File: config.mk
export PLATFORM = sky130hd
export DESIGN_NAME = ethernet_frame_builder_flat
export DESIGN_NICKNAME = d
export VERILOG_FILES = /design/src/rtl/eth_parser_pkg.sv /design/src/rtl/ethernet_frame_builder_if.sv /design/src/rtl/eth_header_serializer.sv /design/src/rtl/ethernet_frame_builder.sv /design/src/flat_wrapper.sv
export SDC_FILE = /design/constraint.sdc
export NUM_CORES = 1
export LEC_CHECK = 0
export CORE_MARGIN = 10
export CORE_UTILIZATION = 40
export CTS_CLUSTER_DIAMETER = 150
export DETAILED_ROUTE_END_ITERATION = 8
export PLACE_DENSITY = 0.74
export SETUP_SLACK_MARGIN = 0.4
export SYNTH_ARGS = -nofsm -noshare
export SYNTH_HDL_FRONTEND = slang
export SYNTH_SLANG_ARGS = --single-unit
File: constraint.sdc
create_clock -name clk -period 2.9 [get_ports clk]
set_clock_uncertainty 0.15 [all_clocks]
set_input_delay 0.58 -clock clk [delete_from_list [all_inputs] [get_ports clk]]
set_output_delay 0.58 -clock clk [all_outputs]
set_load 0.01 [all_outputs]
File: src/rtl/eth_parser_pkg.sv
// Shared types and constants for the Ethernet frame builder.
package eth_parser_pkg;

  localparam int unsigned MAC_W     = 48;
  localparam int unsigned ETYPE_W   = 16;
  localparam int unsigned VLAN_ID_W = 12;
  localparam int unsigned CNT_W     = 11;
  localparam int unsigned HDR_IDX_W = 5;

  localparam logic [15:0] ETH_TPID_VLAN       = 16'h8100;
  localparam int unsigned ETH_MIN_FRAME_BYTES = 60;

  typedef logic [MAC_W-1:0]   mac_addr_t;
  typedef logic [ETYPE_W-1:0] ethertype_t;

  typedef enum logic [1:0] {
    IDLE    = 2'd0,
    HEADER  = 2'd1,
    PAYLOAD = 2'd2,
    PAD     = 2'd3
  } builder_state_t;

  typedef struct packed {
    mac_addr_t              dest_mac;
    mac_addr_t              src_mac;
    logic                   vlan_present;
    logic [VLAN_ID_W-1:0]   vlan_id;
    ethertype_t             ethertype;
  } eth_hdr_t;

  // Frame byte counter increment, sticking at all-ones.
  function automatic logic [CNT_W-1:0] sat_inc(input logic [CNT_W-1:0] v);
    return (v == {CNT_W{1'b1}}) ? v : v + CNT_W'(1);
  endfunction

endpackage

File: src/rtl/ethernet_frame_builder_if.sv
// Descriptor, payload-stream and frame-stream signals of the frame builder.
interface ethernet_frame_builder_if #(parameter int unsigned DATA_WIDTH = 8);
  import eth_parser_pkg::*;

  mac_addr_t             s_hdr_dest_mac;
  mac_addr_t             s_hdr_src_mac;
  logic                  s_hdr_vlan_present;
  logic [VLAN_ID_W-1:0]  s_hdr_vlan_id;
  ethertype_t            s_hdr_ethertype;
  logic                  s_hdr_valid;
  logic                  s_hdr_ready;

  logic [DATA_WIDTH-1:0] s_axis_tdata;
  logic                  s_axis_tvalid;
  logic                  s_axis_tready;
  logic                  s_axis_tlast;

  logic [DATA_WIDTH-1:0] m_axis_tdata;
  logic                  m_axis_tvalid;
  logic                  m_axis_tready;
  logic                  m_axis_tlast;

  modport slave (
    input  s_hdr_dest_mac, s_hdr_src_mac, s_hdr_vlan_present, s_hdr_vlan_id,
           s_hdr_ethertype, s_hdr_valid,
           s_axis_tdata, s_axis_tvalid, s_axis_tlast, m_axis_tready,
    output s_hdr_ready, s_axis_tready, m_axis_tdata, m_axis_tvalid, m_axis_tlast
  );

  modport master (
    output s_hdr_dest_mac, s_hdr_src_mac, s_hdr_vlan_present, s_hdr_vlan_id,
           s_hdr_ethertype, s_hdr_valid,
           s_axis_tdata, s_axis_tvalid, s_axis_tlast, m_axis_tready,
    input  s_hdr_ready, s_axis_tready, m_axis_tdata, m_axis_tvalid, m_axis_tlast
  );

endinterface

File: src/rtl/eth_header_serializer.sv
// Selects the header byte at a given index: MACs, optional 802.1Q tag, EtherType.
module eth_header_serializer
  import eth_parser_pkg::*;
(
  input  eth_hdr_t               hdr,
  input  logic [HDR_IDX_W-1:0]   idx,
  output logic [7:0]             hdr_byte,
  output logic                   hdr_last
);

  logic [2:0]           rel;
  logic [5:0]           sh;
  logic [HDR_IDX_W-1:0] et_base;

  always_comb begin
    hdr_byte = '0;
    hdr_last = 1'b0;
    rel      = 3'(idx - HDR_IDX_W'(6));
    sh       = '0;
    et_base  = hdr.vlan_present ? HDR_IDX_W'(16) : HDR_IDX_W'(12);
    if (idx < HDR_IDX_W'(6)) begin
      sh       = {3'd5 - idx[2:0], 3'b000};
      hdr_byte = 8'(hdr.dest_mac >> sh);
    end else if (idx < HDR_IDX_W'(12)) begin
      sh       = {3'd5 - rel, 3'b000};
      hdr_byte = 8'(hdr.src_mac >> sh);
    end else if (idx < et_base) begin
      // Tag occupies indices 12..15, so the low two bits pick the tag byte.
      case (idx[1:0])
        2'd0:    hdr_byte = ETH_TPID_VLAN[15:8];
        2'd1:    hdr_byte = ETH_TPID_VLAN[7:0];
        2'd2:    hdr_byte = {4'b0000, hdr.vlan_id[11:8]};
        default: hdr_byte = hdr.vlan_id[7:0];
      endcase
    end else if (idx == et_base) begin
      hdr_byte = hdr.ethertype[15:8];
    end else begin
      hdr_byte = hdr.ethertype[7:0];
      hdr_last = 1'b1;
    end
  end

endmodule

File: src/rtl/ethernet_frame_builder.sv
// Builds Ethernet frames (header + payload, no FCS) into a registered AXI-stream stage.
// ETH_BUILDER_PAD_EN: pad frames with zero bytes up to the 60-byte minimum.
module ethernet_frame_builder
  import eth_parser_pkg::*;
#(
  parameter int unsigned DATA_WIDTH = 8
) (
  input  logic                      clk,
  input  logic                      rst,
  ethernet_frame_builder_if.slave   bus,
  output logic                      busy
);

  builder_state_t        state_q, state_d;
  eth_hdr_t              hdr_q, hdr_d, hdr_in, hdr_sel;
  logic [HDR_IDX_W-1:0]  idx_q, idx_d, idx_sel;
  logic [CNT_W-1:0]      cnt_q, cnt_d, cnt_next;
  logic [DATA_WIDTH-1:0] tdata_q, tdata_d;
  logic                  tvalid_q, tvalid_d, tlast_q, tlast_d;
  logic [7:0]            hdr_byte;
  logic                  hdr_last;
  logic                  load, hdr_ready, hdr_accept, pay_ready, pay_accept;

  assign hdr_in = '{dest_mac:     bus.s_hdr_dest_mac,
                    src_mac:      bus.s_hdr_src_mac,
                    vlan_present: bus.s_hdr_vlan_present,
                    vlan_id:      bus.s_hdr_vlan_id,
                    ethertype:    bus.s_hdr_ethertype};

  // Output stage can take a beat when empty or draining this cycle.
  assign load       = !tvalid_q || bus.m_axis_tready;
  assign hdr_ready  = (state_q == IDLE) && !rst;
  assign hdr_accept = hdr_ready && bus.s_hdr_valid;
  assign pay_ready  = (state_q == PAYLOAD) && load && !rst;
  assign pay_accept = pay_ready && bus.s_axis_tvalid;

  // In IDLE the first header byte comes straight from the incoming descriptor.
  assign hdr_sel  = (state_q == IDLE) ? hdr_in : hdr_q;
  assign idx_sel  = (state_q == IDLE) ? '0 : idx_q;
  assign cnt_next = sat_inc((state_q == IDLE) ? '0 : cnt_q);

`ifdef ETH_BUILDER_PAD_EN
  logic min_met;
  assign min_met = cnt_next >= CNT_W'(ETH_MIN_FRAME_BYTES);
`endif

  eth_header_serializer u_hdr_ser (
    .hdr      (hdr_sel),
    .idx      (idx_sel),
    .hdr_byte (hdr_byte),
    .hdr_last (hdr_last)
  );

  always_ff @(posedge clk) begin
    if (rst) begin
      state_q  <= IDLE;
      hdr_q    <= '0;
      idx_q    <= '0;
      cnt_q    <= '0;
      tdata_q  <= '0;
      tvalid_q <= 1'b0;
      tlast_q  <= 1'b0;
    end else begin
      state_q  <= state_d;
      hdr_q    <= hdr_d;
      idx_q    <= idx_d;
      cnt_q    <= cnt_d;
      tdata_q  <= tdata_d;
      tvalid_q <= tvalid_d;
      tlast_q  <= tlast_d;
    end
  end

  // Next-state logic.
  always_comb begin
    state_d = state_q;
    case (state_q)
      IDLE:    if (hdr_accept) state_d = HEADER;
      HEADER:  if (load && hdr_last) state_d = PAYLOAD;
      PAYLOAD: if (pay_accept && bus.s_axis_tlast) begin
`ifdef ETH_BUILDER_PAD_EN
        state_d = min_met ? IDLE : PAD;
`else
        state_d = IDLE;
`endif
      end
`ifdef ETH_BUILDER_PAD_EN
      PAD:     if (load && min_met) state_d = IDLE;
`endif
      default: state_d = IDLE;
    endcase
  end

  // Datapath and output-stage loading.
  always_comb begin
    hdr_d    = hdr_q;
    idx_d    = idx_q;
    cnt_d    = cnt_q;
    tdata_d  = tdata_q;
    tvalid_d = tvalid_q && !bus.m_axis_tready;
    tlast_d  = tlast_q;
    case (state_q)
      IDLE: if (hdr_accept) begin
        hdr_d = hdr_in;
        idx_d = '0;
        cnt_d = '0;
        if (load) begin
          tdata_d  = DATA_WIDTH'(hdr_byte);
          tvalid_d = 1'b1;
          tlast_d  = 1'b0;
          idx_d    = HDR_IDX_W'(1);
          cnt_d    = cnt_next;
        end
      end
      HEADER: if (load) begin
        tdata_d  = DATA_WIDTH'(hdr_byte);
        tvalid_d = 1'b1;
        tlast_d  = 1'b0;
        idx_d    = idx_q + HDR_IDX_W'(1);
        cnt_d    = cnt_next;
      end
      PAYLOAD: if (pay_accept) begin
        tdata_d  = bus.s_axis_tdata;
        tvalid_d = 1'b1;
`ifdef ETH_BUILDER_PAD_EN
        tlast_d  = bus.s_axis_tlast && min_met;
`else
        tlast_d  = bus.s_axis_tlast;
`endif
        cnt_d    = cnt_next;
      end
`ifdef ETH_BUILDER_PAD_EN
      PAD: if (load) begin
        tdata_d  = '0;
        tvalid_d = 1'b1;
        tlast_d  = min_met;
        cnt_d    = cnt_next;
      end
`endif
      default: ;
    endcase
  end

  assign bus.s_hdr_ready   = hdr_ready;
  assign bus.s_axis_tready = pay_ready;
  assign bus.m_axis_tdata  = tdata_q;
  assign bus.m_axis_tvalid = tvalid_q;
  assign bus.m_axis_tlast  = tlast_q;
  assign busy              = (state_q != IDLE);

endmodule
File: src/flat_wrapper.sv
// flat-port wrapper written by rule: the top's interface ports become plain ports
module ethernet_frame_builder_flat import eth_parser_pkg::*;
#(
  parameter int unsigned DATA_WIDTH = 8
)
  (clk, rst, busy, bus_s_hdr_dest_mac, bus_s_hdr_src_mac, bus_s_hdr_vlan_present, bus_s_hdr_vlan_id, bus_s_hdr_ethertype, bus_s_hdr_valid, bus_s_axis_tdata, bus_s_axis_tvalid, bus_s_axis_tlast, bus_m_axis_tready, bus_s_hdr_ready, bus_s_axis_tready, bus_m_axis_tdata, bus_m_axis_tvalid, bus_m_axis_tlast);
  ethernet_frame_builder_if #(.DATA_WIDTH(DATA_WIDTH)) bus_i ();
  input  logic clk;
  input  logic rst;
  output logic busy;
  input wire logic [$bits(bus_i.s_hdr_dest_mac)-1:0] bus_s_hdr_dest_mac;
  input wire logic [$bits(bus_i.s_hdr_src_mac)-1:0] bus_s_hdr_src_mac;
  input wire logic [$bits(bus_i.s_hdr_vlan_present)-1:0] bus_s_hdr_vlan_present;
  input wire logic [$bits(bus_i.s_hdr_vlan_id)-1:0] bus_s_hdr_vlan_id;
  input wire logic [$bits(bus_i.s_hdr_ethertype)-1:0] bus_s_hdr_ethertype;
  input wire logic [$bits(bus_i.s_hdr_valid)-1:0] bus_s_hdr_valid;
  input wire logic [$bits(bus_i.s_axis_tdata)-1:0] bus_s_axis_tdata;
  input wire logic [$bits(bus_i.s_axis_tvalid)-1:0] bus_s_axis_tvalid;
  input wire logic [$bits(bus_i.s_axis_tlast)-1:0] bus_s_axis_tlast;
  input wire logic [$bits(bus_i.m_axis_tready)-1:0] bus_m_axis_tready;
  output wire logic [$bits(bus_i.s_hdr_ready)-1:0] bus_s_hdr_ready;
  output wire logic [$bits(bus_i.s_axis_tready)-1:0] bus_s_axis_tready;
  output wire logic [$bits(bus_i.m_axis_tdata)-1:0] bus_m_axis_tdata;
  output wire logic [$bits(bus_i.m_axis_tvalid)-1:0] bus_m_axis_tvalid;
  output wire logic [$bits(bus_i.m_axis_tlast)-1:0] bus_m_axis_tlast;
  assign bus_i.s_hdr_dest_mac = bus_s_hdr_dest_mac;
  assign bus_i.s_hdr_src_mac = bus_s_hdr_src_mac;
  assign bus_i.s_hdr_vlan_present = bus_s_hdr_vlan_present;
  assign bus_i.s_hdr_vlan_id = bus_s_hdr_vlan_id;
  assign bus_i.s_hdr_ethertype = bus_s_hdr_ethertype;
  assign bus_i.s_hdr_valid = bus_s_hdr_valid;
  assign bus_i.s_axis_tdata = bus_s_axis_tdata;
  assign bus_i.s_axis_tvalid = bus_s_axis_tvalid;
  assign bus_i.s_axis_tlast = bus_s_axis_tlast;
  assign bus_i.m_axis_tready = bus_m_axis_tready;
  assign bus_s_hdr_ready = bus_i.s_hdr_ready;
  assign bus_s_axis_tready = bus_i.s_axis_tready;
  assign bus_m_axis_tdata = bus_i.m_axis_tdata;
  assign bus_m_axis_tvalid = bus_i.m_axis_tvalid;
  assign bus_m_axis_tlast = bus_i.m_axis_tlast;
  ethernet_frame_builder #(.DATA_WIDTH(DATA_WIDTH)) u_core (.clk(clk), .rst(rst), .bus(bus_i), .busy(busy));
endmodule
# ---- Word-level counts from Yosys, hierarchy flattened
# Index checks and enable logic that the tools add are counted.
dict set report classes {
  addsub 4
  mul 0
  div_mod_pow 0
  n_lt_le_gt_ge 3
  eq_ne 10
  n_shift 2
  mux 32
  bitwise_logic 0
  n_reduce_logical 21
}
# cell count
set op_table {}
lappend op_table {{$mux 125} 1}
lappend op_table {{$shr 48x6->8} 2}
lappend op_table {{$mux 8} 7}
lappend op_table {{$pmux 8 s3} 2}
lappend op_table {{$mux 5} 4}
lappend op_table {{$mux 1} 11}
lappend op_table {{$pmux 5 s2} 1}
lappend op_table {{$reduce_and 3->1} 3}
lappend op_table {{$logic_and 1x1->1} 8}
lappend op_table {{$ne 2x1->1 const B} 4}
lappend op_table {{$mux 2} 3}
lappend op_table {{$pmux 1 s3} 2}
lappend op_table {{$pmux 2 s3} 1}
lappend op_table {{$sub 3x3->3 const A} 2}
lappend op_table {{$add 5x1->5 const B} 1}
lappend op_table {{$eq 5x5->1} 1}
lappend op_table {{$lt 5x3->1 const B} 1}
lappend op_table {{$lt 5x4->1 const B} 1}
lappend op_table {{$lt 5x5->1} 1}
lappend op_table {{$eq 2x1->1 const B} 2}
lappend op_table {{$eq 2x2->1 const B} 2}
lappend op_table {{$logic_not 2->1} 2}
lappend op_table {{$reduce_bool 2->1} 2}
lappend op_table {{$logic_not 1->1} 3}
lappend op_table {{5 further kinds} 5}
dict set report totals {
  reg_bits 142
  latch_bits 0
  mem_bits_rw 0
  rom_bits 0
  input_bits 139
  out_inout_bits 13
  wordCells 82
  n_memories 0
}

# ---- Depth between registers and ports, before layout
# Gate-level depths: netlist of run 1.
dict set report depth {
  ltp_word 11
  ltp_mapped 13
  depth_no_buf 10
}

# ---- Modules after synthesis
# A second synthesis of run 1 with hierarchy kept.
dict set report unflattened {
  hier_cells 699
  area_unflattened_um2 7450.9
}
# module instances cells_each area_each_um2
set modules_own_cells {}
lappend modules_own_cells {ethernet_frame_builder 1 527 6122.1}
lappend modules_own_cells {eth_header_serializer 1 172 1328.8}

# ---- Least setup slack after synthesis of run 1
# No wires, ideal clock.
dict set report synth_path {
  path_type {reg-to-reg}
  startpoint {reg u_core.state_q[0]}
  endpoint {reg u_core.tdata_q[5] (netlist: u_core.bus.m_axis_tdata[5])}
  setup_time_ns 0.084
  arrival_time_ns 2.533
  slack_ns 0.132
  path_stages_with_launch 14
  period_less_slack_ns 2.768
  cell_sequence {dfxtp_1 > buf_2 > nor2_8 > buf_2 > buf_2 > nor2_1 > ha_1 > clkbuf_1 > nor2_1 > o21ai_0 > o31ai_1 > a22oi_1 > and4_1 > o31ai_2}
}
dict set report synth_via {
  elab_chain_cells 11
  elab_cells_between_ends 35
  cone_classes {3 x add/sub; 3 x order compare; 7 x eq/ne; 2 x shift; 11 x mux; 9 x reduce/logical}
}
# element line_no
set synth_rtl {}
lappend synth_rtl {{start: declaration} ethernet_frame_builder.sv:14} ;# builder_state_t state_q, state_d;
lappend synth_rtl {{start signal: assignment} ethernet_frame_builder.sv:64} ;# state_q <= state_d;
lappend synth_rtl {{parallel branches: the longest is 11 deep, another holds $sub 3x3->3} -}
lappend synth_rtl {{end signal: assignment} ethernet_frame_builder.sv:68} ;# tdata_q <= tdata_d;
lappend synth_rtl {{end: declaration} ethernet_frame_builder.sv:18} ;# logic [DATA_WIDTH-1:0] tdata_q, tdata_d;
# Several ways; the timed one is not identified. The select of a mux whose other input is x is not followed.
# A chain may end at the register's enable or synchronous reset.

# ---- Worst setup path in the final report of run 1
dict set report layout_path {
  startpoint {reg u_core.state_q[0]}
  endpoint {out bus_s_axis_tready}
}
dict set report layout_via {
  elab_chain_cells 3
}
# element line_no
set layout_rtl {}
lappend layout_rtl {{$eq 2x2->1} ethernet_frame_builder.sv:34} ;# assign pay_ready = (state_q == PAYLOAD) && load && !rst;
lappend layout_rtl {{$logic_and 1x1->1 (2 in a row)} ethernet_frame_builder.sv:34}
lappend layout_rtl {{end: declaration} flat_wrapper.sv:22} ;# output wire logic [$bits(bus_i.s_axis_tready)-1:0] bus_s_axis_tready;
# Every way passes these cells.

==> metrics.csv, run 1 <==
stage,metric,value,unit
floorplanning,die height,145,µm
worst_setup_path,WP data required,2.17,ns
finish,Post-Route Utilization,0.567,
finish,Ant. Diodes,0,
detailed_routing,DRT antenna net count,0,
power,Flop pwr share,0.417,
clocking,Hold Buf Count CTS,0,
clocking,Worst-path clk slew,0.05,ns
global_routing,initial antenna violation count,0,
worst_setup_path,R2R Path End,u_core.bus.m_axis_tdata[7],
synthesis,syn_area_per_cell,10.4,µm²
worst_setup_path,cell depth of the worst flop-to-flop path,6,
synthesis,Yosys reg bits,142,
finish,Area growth syn-to-layout,38.8,%
worst_setup_path,worst path cell trace,buf_6 > inv_1 > nand2_2 > nor3_1 > dlygate4sd2_1,
sta,RSZ-0062 raised after global routing,yes,
global_routing,largest net degree at the start of global routing,75,
min_path,Hold Crit Depth,1,
worst_setup_path,Levels on crit path,5,
power,pwr dens,599,mW/mm²
floorplanning,Die ar.,0.0210,mm²
sta,period utilisation layout,0.839,
clocking,clk sinks,142,
sta,final hold vios,0,
detailed_routing,Detailed Route Iter0 Violations,521,
finish,share of cells above drive strength 1,0.129,
power,Psw,1.23,mW
global_routing,first-pass GRT wire length,31.6,mm
sta,setup TNS,0,ns
min_path,Hold WC Path Type,flop to flop,
sta,max-slew violation count,0,
floorplanning,Core Area,0.0153,mm²
placed_design,hpwl dp,15.0,mm
worst_setup_path,CP max stage cell,dfxtp_1,
detailed_routing,Wirelength per Cell,21.1,µm
power,combinational share of power,0.142,
synthesis,ys flop type,dfxtp_1,
clocking,CTS root buffer,clkbuf_16,
floorplanning,Initial Util,0.409,
sta,post-route minimum period,2.43,ns
worst_setup_path,critical path type,flop to primary output,
run,Max-Cap Viols,0,
clocking,postcts setup bufs,0,
worst_setup_path,crit-path max cell delay,0.44,ns
sta,# setup viols final,0,
global_routing,GR Util All Layers,0.194,
worst_setup_path,CP endpoint kind,primary output,
detailed_routing,DRT Wirelength,20.4,mm
synthesis,Netlist Area Pre-Place,0.00624,mm²
synthesis,Post-synth top cells,"dfxtp_1, a22o_1, nand2_1, nor2_1, a21oi_1",
power,Clock power frac,0.441,
synthesis,post-synthesis async set-or-reset flop share,0,
detailed_routing,DR DRC count,0,
worst_setup_path,CP Max Fanout,18,
sta,measured slew at the worst slew-check pin,0.697,ns
synthesis,cell with the most instances after synthesis,dfxtp_1,
placed_design,Buffers on Ports,151,
finish,Layout Nets,885,
worst_setup_path,worst path bufs/invs,3,
power,Max IR drop VDD,403,µV
sta,Fmax,0.411,GHz
floorplanning,Die X,145,µm
clocking,"Clk Latency, worst-skew pair",0.42,ns
power,Sw Ratio,0.236,
clocking,CTS tree,done,
synthesis,cell accounting for the most synthesized area,dfxtp_1,
global_routing,vias in the first global route,5687,
global_routing,Overflow after GRT,0,
worst_setup_path,"Arr. time, crit path",1.70,ns
sta,Slew headroom,0.534,
detailed_routing,Pre-Repair DR Iteration Count,5,
clocking,Bufs on Longest Clock Path,2,
synthesis,Synth Instances,601,
synthesis,register area share after synthesis,0.456,
worst_setup_path,Worst R2R Setup Slack,0.49,ns
floorplanning,row count,45,
status,status,finished clean,
synthesis,Netlist cell types,68,
floorplanning,IO Pins,152,
min_path,Hold EP,u_core.hdr_q[52],
worst_setup_path,Worst Setup Start Kind,flop,
synthesis,Yosys warnings,0,
placed_design,GPL Wtd Cong,0.888,
min_path,Worst Min Path Start,u_core.hdr_q[52],
detailed_routing,vias post-DR,5608,
synthesis,Post-synth EDFFs,0,
clocking,cts bufs inserted,17,
worst_setup_path,FF-to-FF Start,u_core.idx_q[0],
power,internal power,3.96,mW
clocking,H-tree depth,4,
worst_setup_path,"delay-heaviest family, CP",buffers and inverters,
synthesis,syn nets,742,
sta,WHS,0.316,ns
synthesis,top cell type's share of synthesized area,0.456,
power,Lkg Pwr,3.33,nW
synthesis,top post-synthesis cells by area,"dfxtp_1, a22o_1, mux4_2, mux2i_1, nand2_1",
detailed_routing,Via density,5.79,
power,Tot Pwr,5.19,mW
## through the flow
step | std cells | worst slack (ns) | instance area, µm²
after floorplan | 601 | 0.407 | 6270
after CTS | 968 | 0.407 | 8650
after detailed placement | 936 | 0.257 | 8020
after global routing | 968 | 0.400 | 8660
after global placement | 936 | 0.269 | 8020
final | 968 | 0.468 | 8660
## metal layers
layer  up-vias  share of wire  global-route usage
met5         -              0                   0
met4         0          0.021              0.0718
met3        38          0.077              0.0499
met2       257           0.46               0.304
met1      2705           0.44               0.251
li1       2608              -                   -
## sequential cells by signal (all words and copies together) (netlist names)
signal / count
u_core.bus.m_axis_tdata: 8
u_core.bus.m_axis_tlast: 1
u_core.bus.m_axis_tvalid: 1
u_core.hdr_q: 125
u_core.idx_q: 5
u_core.state_q: 2
## power groups by stage
stage / registers, mW / clock network [mW] / logic, mW
4_1_cts: 2.16 / 2.31 / 0.737
2_1_floorplan: 2.16 / 0 / 0.403
5_1_grt: 2.17 / 2.39 / 0.790
6_report: 2.16 / 2.29 / 0.738
3_5_place_dp: 2.20 / 0 / 0.733
3_3_place_gp: 2.19 / 0 / 0.723
## worst max path at each step
stage | startpoint | to | slack, ns
after floorplan | u_core.state_q[0] | u_core.bus.m_axis_tdata[5] | 0.41
after global placement | rst | bus_s_hdr_ready | 0.27
after detailed placement | rst | bus_s_hdr_ready | 0.26
after CTS | u_core.state_q[0] | bus_s_axis_tready | 0.41
after global routing | u_core.state_q[0] | bus_s_axis_tready | 0.40
final | u_core.state_q[0] | bus_s_axis_tready | 0.47
## kinds of logic (layout without fill, tap and decap cells)
family	Yosys count	in the layout	synth area share
multiplexers	43	43	0.106
adder cells (fa/ha/maj)	2	2	0.00401
AO/OA/AOI/OAI	223	223	0.285
buffers and inverters	60	216	0.0455
flip-flops	142	142	0.456
AND/OR/NAND/NOR	128	128	0.0999
XOR/XNOR	3	3	0.00421
## layout make-up
type                    count  area [µm²]
clock inverters             9         131
flip-flops and latches    142        2850
inverters                   7        26.3
repair buffers            177        1750
well taps                 211         264
clock buffers              23         498
fillers                  1304        6600
multi-input cells         399        3150
## cell usage in the layout (no fill, tap or decap), drive strengths merged, types with 3 or more instances in the layout
cell and count:
clkdlybuf4s50 148, clkinvlp 3, clkinv 3, bufinv 3, nand4 4, nor2 37
buf 26, mux4 16, o31ai 3, or2 3, a22o 125, a311oi 5
a21o 3, a221oi 7, a21boi 3, o21ai 17, inv 7, mux2i 20
a211o 4, nand2 41, nor3 11, nand3 10, o22ai 3, nor2b 6
clkbuf 23, dlygate4sd2 3, mux2 7, o221ai 3, a21oi 26, a31oi 9
nand2b 5, dfxtp 142
## worst register-to-register path: stages (launching register included)
cell	delay, ns
dfxtp_2	0.65
buf_12	0.23
mux4_2	0.50
nand2_1	0.11
a31oi_1	0.11
o21ai_0	0.38
a311oi_2	0.15
## repair_timing
item,in CTS,in global routing
resized for setup,6,2
setup endpoints to repair,3,3
pin swaps,0,0
(Power assumes the default switching activity.)
==> run 2: changes to the inputs <==
==> constraint.sdc (replaced) <==
create_clock -name clk -period 2.1 [get_ports clk]
set_clock_uncertainty 0.15 [all_clocks]
set_input_delay 0.42 -clock clk [delete_from_list [all_inputs] [get_ports clk]]
set_output_delay 0.42 -clock clk [all_outputs]
set_load 0.01 [all_outputs]
==> run 2 against run 1 <==
Clock power rose by 36%; global-route usage rose by 1.6 points; critical path type is now flop to flop; the run now ends with negative setup slack left; core utilization rose by 6.9 points.
==> metrics.csv, run 2 (synthesis gave the netlist of run 1 again) <==
stage,metric,value,unit,change
detailed_routing,DRT Wirelength,22.2,mm,+8.9%
clocking,CTS root buffer,clkbuf_16,,
run,Max-Cap Viols,0,,unchanged
sta,Fmax,0.466,GHz,
finish,"commonest non-fill, non-tap cell in the layout",dfxtp_1,,
sta,max-slew violation count,0,,unchanged
floorplanning,Core Area,0.0153,mm²,unchanged
sta,period utilisation layout,1.02,,
power,Max IR drop VDD,571,µV,+42%
finish,fillcell total,1201,,-7.9%
worst_setup_path,critical path type,flop to flop,,
finish,Ant. Diodes,0,,unchanged
finish,"commonest non-fill, non-tap cells in the layout","dfxtp_1, clkdlybuf4s50_1, a22o_1",,
floorplanning,Die X,145,µm,unchanged
worst_setup_path,"Arr. time, crit path",2.33,ns,+0.63 ns
detailed_routing,Pre-Repair DR Iteration Count,6,,+1
floorplanning,IO Pins,152,,unchanged
global_routing,initial antenna violation count,0,,unchanged
sta,measured slew at the worst slew-check pin,0.429,ns,-0.268 ns
finish,max reg flops,125,,unchanged
detailed_routing,DRT antenna net count,0,,unchanged
detailed_routing,Via density,5.71,,-1.4%
sta,setup TNS,-0.113,ns,-0.113 ns
sta,post-route minimum period,2.15,ns,
status,status,finished with violations,,
floorplanning,die height,145,µm,unchanged
worst_setup_path,CP endpoint kind,flop,,
placed_design,GPL Wtd Cong,0.913,,+2.8%
power,pwr dens,755,mW/mm²,+26%
worst_setup_path,Worst Setup Start Kind,flop,,
detailed_routing,DR DRC count,0,,unchanged
sta,final hold vios,0,,unchanged
placed_design,hpwl dp,15.9,mm,+5.4%
sta,Final WS setup,-0.0462,ns,-0.514 ns
worst_setup_path,WP data required,2.29,ns,+0.12 ns
sta,Slew headroom,0.711,,+0.176
finish,Post-Route Utilization,0.637,,+0.0693
power,Lkg Pwr,3.86,nW,+16%
worst_setup_path,CP Max Fanout,6,,-12
clocking,Bufs on Longest Clock Path,2,,unchanged
clocking,cts bufs inserted,17,,unchanged
global_routing,largest net degree at the start of global routing,62,,-17%
sta,WHS,0.315,ns,-0.00105 ns
floorplanning,row count,45,,unchanged
global_routing,Overflow after GRT,0,,unchanged
sta,# setup viols final,4,,+4
clocking,Worst-path clk slew,0.06,ns,about the same
finish,Area growth syn-to-layout,55.8,%,
clocking,H-tree depth,4,,unchanged
global_routing,first-pass GRT wire length,34.1,mm,+7.8%
status,failing checks,negative setup slack,,
finish,Largest Register,u_core.hdr_q,,
floorplanning,Initial Util,0.409,,unchanged
sta,RSZ-0062 raised after global routing,yes,,
clocking,clk sinks,142,,unchanged
floorplanning,Die ar.,0.0210,mm²,unchanged
clocking,CTS tree,done,,
finish,Layout Nets,959,,+8.4%
detailed_routing,Wirelength per Cell,21.3,µm,+1.2%
global_routing,GR Util All Layers,0.210,,+0.0161
global_routing,vias in the first global route,6262,,+10%
finish,share of cells above drive strength 1,0.277,,+0.147
detailed_routing,Detailed Route Iter0 Violations,501,,-3.8%
detailed_routing,vias post-DR,5952,,+6.1%
min_path,Hold WC Path Type,flop to flop,,
placed_design,Buffers on Ports,151,,unchanged
clocking,"Clk Latency, worst-skew pair",0.43,ns,about the same
run 2: changes by cell type in the layout (fill, tap and decap cells not counted), moves of 8 or more:
cell / change
buf_12: +8
clkdlybuf4s50_1: -13
buf_6: +13
buf_4: +52
run 2: where the power goes:
| part | switching [mW] | internal (mW) | total (mW) | leakage, nW |
|---|---|---|---|---|
| clock | 1.24 | 1.87 | 3.11 | 0.300 |
| sequential | 0.110 | 2.86 | 2.97 | 1.17 |
| combinational | 0.535 | 0.712 | 1.25 | 2.39 |
| total | 1.89 | 5.45 | 7.33 | 3.86 |
run 2: final cells by class:
class                   instances  area [µm²]  share of cell area
clock buffers                  20         467              0.0480
clock inverters                12         145              0.0149
inverters                       7        33.8             0.00348
multi-input cells             399        3500               0.361
flip-flops and latches        142        2860               0.294
well taps                     211         264              0.0272
repair buffers                251        2440               0.251
run 2: worst paths after layout:
check | start | endpoint | slack (ns) | cells past startpoint
setup / recovery | u_core.idx_q[0] | u_core.bus.m_axis_tdata[5] | -0.05 | 7
hold / removal | u_core.bus.m_axis_tdata[0] | u_core.bus.m_axis_tdata[0] | 0.31 | 2
setup reg to reg | u_core.idx_q[0] | u_core.bus.m_axis_tdata[5] | -0.05 | 7
hold reg to reg | u_core.bus.m_axis_tdata[0] | u_core.bus.m_axis_tdata[0] | 0.31 | 2
run 2: timing repair:
item / CTS / global route
hold buffers: 0 / 0
setup buffers: 15 / 7
gates resized for setup: 83 / 41
pin swaps: 19 / 20
endpoints found under the hold margin: 0 / 0
endpoints found under the setup margin: 151 / 18
run 2: stage by stage:
step	total power, mW	area, µm²	cells	setup slack [ns]
5_1_grt	7.59	9720	1042	-0.139
3_3_place_gp	4.11	8510	988	-0.216
6_report	7.33	9720	1042	-0.0462
4_1_cts	7.29	9450	1035	-0.0541
2_1_floorplan	3.55	6340	601	-0.233
3_5_place_dp	4.14	8510	988	-0.234
run 2: per-layer routing:
metal  up-vias  global-route usage  wire length, µm
met1      2902               0.263             9480
met5         -                   0                0
li1       2762                   -                -
met3        38              0.0610             1600
met4         0              0.0798              463
met2       250               0.335            10700
run 2: critical path, stage by stage, from the launching register on:
cell	delay, ns
dfxtp_4	0.39
or2_4	0.25
a211o_1	0.31
nor3_2	0.33
buf_4	0.17
a22oi_1	0.07
and4_1	0.20
o31ai_2	0.18
==> run 3: changes to the inputs <==
--- a/config.mk
+++ b/config.mk
@@ -5,7 +5,6 @@
 export SDC_FILE = /design/constraint.sdc
 export NUM_CORES = 1
 export LEC_CHECK = 0
-export CORE_MARGIN = 10
 export CORE_UTILIZATION = 40
 export CTS_CLUSTER_DIAMETER = 150
 export DETAILED_ROUTE_END_ITERATION = 8
==> run 3 against run 2 <==
Register-to-register slack worse by 0.10 ns; clock-buffer cell count shrank 3; total power up 4.6%; cell area is 6.4% higher; highest routed layer unchanged; worst hold slack better by 0.0042 ns; sequential power about the same; worst setup slack got worse by 0.10 ns; combinational power grew 22%; critical path depth up 2; the flow still finishes with violations (negative setup slack); first-iteration DRC count up 45%.
==> metrics.csv, run 3 (synthesis gave the netlist of run 1 again) <==
stage,metric,value,unit,change
status,status,finished with violations,,
status,failing checks,negative setup slack,,
sta,RSZ-0062 raised after global routing,yes,,
clocking,H-tree depth,4,,unchanged
floorplanning,Core Area,0.0152,mm²,-0.37%
worst_setup_path,CP Max Fanout,3,,-3
finish,Largest Register,u_core.hdr_q,,
power,pwr dens,742,mW/mm²,-1.7%
finish,Area growth syn-to-layout,65.8,%,
placed_design,Setup Slack @ Placement,-0.208,ns,+0.0256 ns
finish,fillcell total,1101,,-8.3%
worst_setup_path,Worst R2R Setup Slack,-0.15,ns,-0.10 ns
detailed_routing,Wirelength per Cell,23.7,µm,+11%
global_routing,GR Util All Layers,0.303,,+0.0933
finish,FF+latch area,0.00286,mm²,-0.17%
detailed_routing,DR DRC count,0,,unchanged
worst_setup_path,Worst Setup Start Kind,flop,,
detailed_routing,Via density,6.19,,+8.4%
detailed_routing,Detailed Route Iter0 Violations,726,,+45%
clocking,cts bufs inserted,17,,unchanged
floorplanning,Die X,127,µm,-12%
worst_setup_path,"Arr. time, crit path",2.41,ns,+0.08 ns
run,Max-Cap Viols,0,,unchanged
sta,WHS,0.319,ns,+0.00419 ns
clocking,Bufs on Longest Clock Path,2,,unchanged
floorplanning,Initial Util,0.410,,+0.00151
sta,# setup viols final,9,,+5
global_routing,Overflow after GRT,0,,unchanged
global_routing,initial antenna violation count,0,,unchanged
detailed_routing,top routing layer in use,met4,,
detailed_routing,Met3 Routed Length,2.13,mm,+33%
clocking,CTS root buffer,clkbuf_16,,
clocking,Worst-path clk slew,0.06,ns,about the same
finish,Layout Nets,982,,+2.4%
clocking,clk sinks,142,,unchanged
placed_design,Placed Area,0.00838,mm²,-1.5%
finish,max reg flops,125,,unchanged
power,Tot Pwr,7.67,mW,+4.6%
finish,multi-input combinational cell area,0.00338,mm²,-3.4%
detailed_routing,metal2 WL,11.6,mm,+8.1%
placed_design,GPL Wtd Cong,0.897,,-1.8%
global_routing,first-pass GRT wire length,36.6,mm,+7.5%
worst_setup_path,critical path type,flop to flop,,
worst_setup_path,CP endpoint kind,flop,,
power,Max IR drop VDD,638,µV,+12%
detailed_routing,DRT antenna net count,0,,unchanged
sta,measured slew at the worst slew-check pin,0.549,ns,+0.120 ns
placed_design,hpwl dp,14.3,mm,-10%
floorplanning,IO Pins,152,,unchanged
clocking,"Clk Latency, worst-skew pair",0.44,ns,about the same
global_routing,largest net degree at the start of global routing,61,,-1.6%
detailed_routing,vias post-DR,6450,,+8.4%
finish,"commonest non-fill, non-tap cells in the layout","dfxtp_1, clkdlybuf4s50_1, a22o_1",,
sta,max-slew violation count,0,,unchanged
placed_design,Buffers on Ports,151,,unchanged
worst_setup_path,WP data required,2.26,ns,-0.03 ns
finish,share of cells above drive strength 1,0.281,,+0.00426
finish,design area,0.0103,mm²,+6.4%
sta,Fmax,0.444,GHz,-4.6%
sta,period utilisation layout,1.07,,+0.0494
global_routing,vias in the first global route,6504,,+3.9%
floorplanning,die height,127,µm,-12%
clocking,CTS tree,done,,
detailed_routing,met1 WL,10.0,mm,+5.9%
sta,Final WS setup,-0.150,ns,-0.104 ns
sta,post-route minimum period,2.25,ns,+0.104 ns
finish,"commonest non-fill, non-tap cell in the layout",dfxtp_1,,
sta,Slew headroom,0.631,,-0.0797
finish,Ant. Diodes,0,,unchanged
min_path,Hold WC Path Type,flop to flop,,
sta,final hold vios,0,,unchanged
detailed_routing,Pre-Repair DR Iteration Count,7,,+1
detailed_routing,DRT Wirelength,24.7,mm,+11%
floorplanning,Die ar.,0.0161,mm²,-23%
floorplanning,row count,45,,unchanged
power,Lkg Pwr,4.13,nW,+7.0%
run 3: changes by cell type in the layout (fill, tap and decap cells not counted), sizes merged:
cell / previous run / this run
clkbuf: 20 / 19
inv: 13 / 12
dlymetal6s2s: 2 / 1
clkinv: 3 / 2
clkdlybuf4s15: 2 / 0
dlygate4sd2: 9 / 10
bufinv: 2 / 3
buf: 103 / 124
clkdlybuf4s50: 135 / 137
clkinvlp: 1 / 5
run 3: stage by stage:
step                setup TNS [ns]  std cells  utilization
CTS                        -0.0778       1031        0.662
global placement             -3.79        955        0.551
floorplan                   -0.343        601            -
global route                 -1.54       1042        0.680
finish                      -0.462       1042        0.680
detailed placement           -5.16        955        0.551
run 3: final timing paths:
path                                        start                    endpoint  cells after the start
worst max-delay path            u_core.state_q[0]  u_core.bus.m_axis_tdata[5]                      9
worst min-delay path             u_core.hdr_q[19]            u_core.hdr_q[19]                      1
worst max register to register  u_core.state_q[0]  u_core.bus.m_axis_tdata[5]                      9
worst min register to register   u_core.hdr_q[19]            u_core.hdr_q[19]                      1
run 3: routing by layer:
layer | global-route usage | vias up
met3 | 0.0704 | 72
li1 | - | 2821
met5 | 0 | -
met1 | 0.379 | 3174
met2 | 0.493 | 383
met4 | 0.148 | 0
run 3: power by group:
| part | leakage (nW) | switching (mW) | total, mW | internal [mW] |
|---|---|---|---|---|
| Clock | 0.285 | 1.28 | 3.16 | 1.88 |
| Sequential | 1.17 | 0.115 | 2.98 | 2.86 |
| Combinational | 2.68 | 0.632 | 1.53 | 0.899 |
| Total | 4.13 | 2.02 | 7.67 | 5.65 |
run 3: layout make-up:
| class | count | area share |
|---|---|---|
| Tap cell | 188 | 0.0227 |
| Sequential cell | 142 | 0.276 |
| Clock buffer | 17 | 0.0411 |
| Inverter | 7 | 0.00254 |
| Clock inverter | 15 | 0.0178 |
| Multi-Input combinational cell | 399 | 0.327 |
| Timing Repair Buffer | 274 | 0.312 |
run 3: repair_timing:
item / CTS / global route
hold buffers: 0 / 0
setup endpoints to repair: 153 / 144
buffers inserted: 24 / 9
gates resized for setup: 103 / 26
pin swaps: 49 / 26
cloned: 20 / 2
run 3: critical path, cell delays in order, from the launching register on:
cell,delay [ns]
dfxtp_4,0.36
nor2_8,0.16
inv_2,0.06
and2_4,0.16
ha_4,0.23
nor3b_4,0.17
a32o_1,0.25
a31oi_1,0.22
and4_4,0.29
o31ai_4,0.06
